$ cat config.mk
export PLATFORM = sky130hd
export DESIGN_NAME = uart_tx_fifo
export DESIGN_NICKNAME = d
export VERILOG_FILES = /design/src/rtl/uart_tx_fifo.sv
export SDC_FILE = /design/constraint.sdc
export NUM_CORES = 1
export LEC_CHECK = 0
export BUFFER_PORTS_ARGS = -buffer_cell sky130_fd_sc_hd__buf_2
export CAP_MARGIN = 20
export CORE_UTILIZATION = 60
export CTS_BUF_LIST = sky130_fd_sc_hd__clkbuf_8
export CTS_CLUSTER_DIAMETER = 30
export DETAILED_ROUTE_END_ITERATION = 6
export PLACE_DENSITY = 0.8
export SLEW_MARGIN = 20
export SYNTH_ARGS = -nofsm -noshare
export SYNTH_HDL_FRONTEND = slang
export SYNTH_SLANG_ARGS = --single-unit
$ cat constraint.sdc
create_clock -name clk -period 2.94 [get_ports clk]
set_clock_uncertainty 0.2 [all_clocks]
set_input_delay 0.294 -clock clk [delete_from_list [all_inputs] [get_ports clk]]
set_output_delay 0.294 -clock clk [all_outputs]
set_load 0.02 [all_outputs]
$ cat src/rtl/uart_tx_fifo.sv
// Byte FIFO feeding a UART transmitter through a data/go/bsy handshake.
// Holds data stable per frame and drops go between frames, retrying on a go timeout.
module uart_tx_fifo #(
  parameter int DEPTH_LOG2 = 4,
  parameter int GO_TIMEOUT = 4
) (
  input  logic                  clk,
  input  logic                  rst,
  input  logic [7:0]            wr_data,
  input  logic                  wr_en,
  output logic                  full,
  output logic                  empty,
  output logic [DEPTH_LOG2:0]   count,
  output logic                  overflow,
  output logic [7:0]            uart_data,
  output logic                  uart_go,
  input  logic                  uart_bsy
);

  localparam int DEPTH = 1 << DEPTH_LOG2;
  localparam int CNT_W = DEPTH_LOG2 + 1;
  localparam int TMO_W = (GO_TIMEOUT > 1) ? $clog2(GO_TIMEOUT) : 1;

  localparam logic [CNT_W-1:0]      CNT_ONE  = CNT_W'(1);
  localparam logic [CNT_W-1:0]      CNT_FULL = CNT_W'(DEPTH);
  localparam logic [DEPTH_LOG2-1:0] PTR_ONE  = DEPTH_LOG2'(1);
  localparam logic [TMO_W-1:0]      TMO_ONE  = TMO_W'(1);
  localparam logic [TMO_W-1:0]      TMO_LAST = TMO_W'(GO_TIMEOUT - 1);

  typedef enum logic [1:0] {S_IDLE, S_GO, S_BUSY, S_RELEASE} state_t;

  logic [7:0]            mem_q [DEPTH];
  logic [DEPTH_LOG2-1:0] wr_ptr_q, rd_ptr_q;
  logic [CNT_W-1:0]      count_q, count_d;
  logic                  full_q, empty_q, overflow_q;
  state_t                state_q;
  logic [TMO_W-1:0]      tmo_q;
  logic [7:0]            uart_data_q;
  logic                  uart_go_q;
  logic                  push, pop;

  // Drops use the registered full flag, so a pop on the same edge cannot rescue a write.
  assign push = wr_en && !full_q;
  assign pop  = (state_q == S_BUSY) && !uart_bsy;

  always_comb begin
    count_d = count_q;
    if (push && !pop)
      count_d = count_q + CNT_ONE;
    else if (pop && !push)
      count_d = count_q - CNT_ONE;
  end

  always_ff @(posedge clk) begin
    if (push)
      mem_q[wr_ptr_q] <= wr_data;
  end

  always_ff @(posedge clk or posedge rst) begin
    if (rst) begin
      wr_ptr_q   <= '0;
      rd_ptr_q   <= '0;
      count_q    <= '0;
      full_q     <= 1'b0;
      empty_q    <= 1'b1;
      overflow_q <= 1'b0;
    end else begin
      if (push)
        wr_ptr_q <= wr_ptr_q + PTR_ONE;
      if (pop)
        rd_ptr_q <= rd_ptr_q + PTR_ONE;
      if (wr_en && full_q)
        overflow_q <= 1'b1;
      count_q <= count_d;
      full_q  <= (count_d == CNT_FULL);
      empty_q <= (count_d == '0);
    end
  end

  // The head is only read here; the pop waits until the transmitter finishes the frame.
  always_ff @(posedge clk or posedge rst) begin
    if (rst) begin
      state_q     <= S_IDLE;
      tmo_q       <= '0;
      uart_data_q <= 8'h00;
      uart_go_q   <= 1'b0;
    end else begin
      case (state_q)
        S_IDLE: begin
          if (!empty_q && !uart_bsy) begin
            uart_data_q <= mem_q[rd_ptr_q];
            uart_go_q   <= 1'b1;
            tmo_q       <= '0;
            state_q     <= S_GO;
          end
        end
        S_GO: begin
          if (uart_bsy) begin
            state_q <= S_BUSY;
          end else if (tmo_q == TMO_LAST) begin
            uart_go_q <= 1'b0;
            state_q   <= S_RELEASE;
          end else begin
            tmo_q <= tmo_q + TMO_ONE;
          end
        end
        S_BUSY: begin
          if (!uart_bsy) begin
            uart_go_q <= 1'b0;
            state_q   <= S_RELEASE;
          end
        end
        S_RELEASE: state_q <= S_IDLE;
        default:   state_q <= S_IDLE;
      endcase
    end
  end

  assign full      = full_q;
  assign empty     = empty_q;
  assign count     = count_q;
  assign overflow  = overflow_q;
  assign uart_data = uart_data_q;
  assign uart_go   = uart_go_q;

endmodule

==> results.yml <==
global_route:
  grt_max_degree: 33
  track_usage: 0.258
  grt.overflow.total: 0
  grt_pass1_wl_mm: 20.4
  grt_pass1_vias: 3695
  antenna_found_initial: 0
timing:
  relSlewSlack: 0.371
  whs_ns: 0.0277
  setup_slack_ns: 0.392
  setup_viol: 0
  tns_ns: 0
  fin_crit_sh: 0.867
  rsz0062_at_grt: "false"
  tightest_slew_ns: 0.943
  timing_hold_violations_final: 0
  post-route-min-period_ns: 2.55
  fmax_ghz: 0.393
  finalMaxSlewViolations: 0
placed_design:
  post-place-ws_ns: 0.514
  io_buffers: 28
  placed_cells: 551
  place_congestion: 0.808
  dpl-instance-area_mm2: 0.00687
  dp_hpwl_mm: 8.87
synth:
  synthMuxAreaShare: 0.120
  synth_warnings: 0
  ys_ff_latch: 157
  synth.net_count: 406
  synth_top_family_by_area: "multiplexers"
  synth_xor_area_frac: 0.0147
  synth_cells: 383
  synth_compound_area_frac: 0.0520
  syn_area_mm2: 0.00647
  async_reset_ff_frac: 0.185
  synthFlopType: "edfxtp_1"
  synthAdderAreaFrac: 0.0213
  synthSimpleGateAreaFrac: 0.0638
  synth_seq_area_share: 0.706
  syn-mean-instance-area_um2: 16.9
  synth.distinct_cells: 43
  synth_edf_count: 128
die:
  coreArea_mm2: 0.0104
  initial_core_util: 0.624
  die_w_um: 106
  die_h_um: 106
  ios: 29
  dieArea_mm2: 0.0112
  rows: 37
clock_tree:
  clk_pin_slew_ns: 0.08
  cts_tree: "built"
  cts_buffers: 17
  clock_latency_ns: 0.44
  cts.sinks: 157
  clockBufferDepth: 2
  root_buffer: "clkbuf_8"
  htreeDepth: 4
  cts_resized: 0
layout:
  layout_commonest_cell: "edfxtp_1"
  final_area_mm2: 0.00727
  layout_common_cells: "128 x edfxtp_1, 28 x buf_2, 27 x dfrtp_1"
  final.fill_count: 644
  area_growth_pct: 12.4
  drive_above_1_share: 0.285
  antenna_cells: 0
  final_cells: 585
  nNetsFinal: 459
pwr:
  p_sw_mw: 2.36
  p_leak_nw: 2.59
  vdd_drop_max_mv: 0.423
  powerDensity_mw_per_mm2: 948
  p_int_mw: 4.53
  p_sw_frac: 0.342
  clkPwrFrac: 0.222
  p_comb_frac: 0.319
  pwr-share-seq: 0.458
detailed_routing:
  ant_nets: 0
  drc_errors: 0
  viasPerCell: 6.26
  first_pass_iters: 4
  num_vias: 3660
  drt_iter0_drc: 420
  avgRoutedWirePerCell_um: 22.8
  wirelength_mm: 13.3
min_path:
  hold_depth: 1
  min_path_type: "in -> reg"
  hold_start: "wr_data[5]"
  min_to: "mem_q[2][5]"
critical_path:
  worst_setup_path_start_kind: "flip-flop"
  crit_arrival_ns: 2.72
  crit_path_end_kind: "flip-flop"
  critical_path_required_ns: 3.11
  worstReg2RegStart: "state_q[0]"
  r2r_cells: 6
  worst-setup-path-type: "reg -> reg"
  r2r_end: "uart_data[0]"
  critPathMaxFanout: 13
  rrSetupSlack_ns: 0.39
run:
  cap_viol_max_count: 0
run_status:
  status: "complete, no violations"
-- routing by layer --
metal / vias up / GRT usage / part of all wire / wire [µm]
li1: 1593 / - / - / -
met1: 1856 / 0.352 / 0.41 / 5510
met2: 173 / 0.399 / 0.48 / 6460
met3: 38 / 0.0526 / 0.070 / 933
met4: 0 / 0.129 / 0.033 / 436
met5: - / 0 / 0 / 0
-- synthesized netlist by cell type (all sizes together) (11+ instances only) --
cell type | count | area [µm²]
inv | 11 | 41.3
o21ai | 11 | 55.1
nor2 | 19 | 73.8
nand2 | 19 | 71.3
nand3 | 12 | 60.1
mux4 | 24 | 541
mux2 | 14 | 158
nor3 | 11 | 55.1
edfxtp | 128 | 3840
buf | 15 | 87.6
dfrtp | 28 | 701
ha | 11 | 138
-- state kept, by name (all words and copies together), names as in the netlist --
name,count
full,1
count,5
empty,1
uart_data,8
wr_ptr_q,4
state_q,2
mem_q,128
uart_go,1
rd_ptr_q,4
overflow,1
tmo_q,2
-- kinds of logic after synthesis --
group                    after synthesis
buffers and inverters                 29
XOR/XNOR                              10
AO/OA/AOI/OAI                         47
multiplexers                          46
adder cells (fa/ha/maj)               11
AND/OR/NAND/NOR                       83
flip-flops                           157
-- metrics by stage --
step / total power [mW] / utilization
2_1_floorplan: 4.69 / -
3_3_place_gp: 5.27 / 0.663
3_5_place_dp: 5.38 / 0.663
4_1_cts: 6.90 / 0.701
5_1_grt: 7.23 / 0.701
6_report: 6.89 / 0.701
-- critical path, stage by stage (launching register included) --
cell	delay, ns
dfrtp_1	0.41
inv_1	0.11
ha_1	0.29
or3b_1	0.64
nor2_1	0.49
o211ai_1	0.20
nand3_1	0.13
-- repair_timing --
item | in CTS | in global routing
hold buffers | 2 | 0
endpoints found under the hold margin | 20 | 0
setup buffers | 0 | 0
-- how the worst max path moves through the flow --
stage / end / startpoint / slack (ns)
finish: uart_data[0] / state_q[0] / 0.39
global route: uart_data[0] / state_q[0] / 0.30
CTS: uart_data[0] / state_q[0] / 0.44
detailed placement: uart_data[3] / state_q[0] / 0.51
global placement: uart_data[1] / state_q[0] / 0.63
floorplan: mem_q[3][0] / full / 0.72
-- area by class of cell --
class                      count  area, µm²  area share
clock buffer                  17        234      0.0322
clock inverter                15        143      0.0196
inverter                      11       41.3     0.00568
multi-input combinational    197       1760       0.242
sequential                   157       4570       0.629
tap                          136        170      0.0234
timing repair buffer          52        350      0.0482
-- power by group through the flow --
stage	combinational, mW	sequential (mW)	clock (mW)
2_1_floorplan	1.57	3.11	0
3_3_place_gp	2.09	3.17	0
3_5_place_dp	2.18	3.20	0
4_1_cts	2.20	3.15	1.55
5_1_grt	2.38	3.21	1.64
6_report	2.20	3.16	1.53
Note: power is estimated with default switching activity, not from simulation.
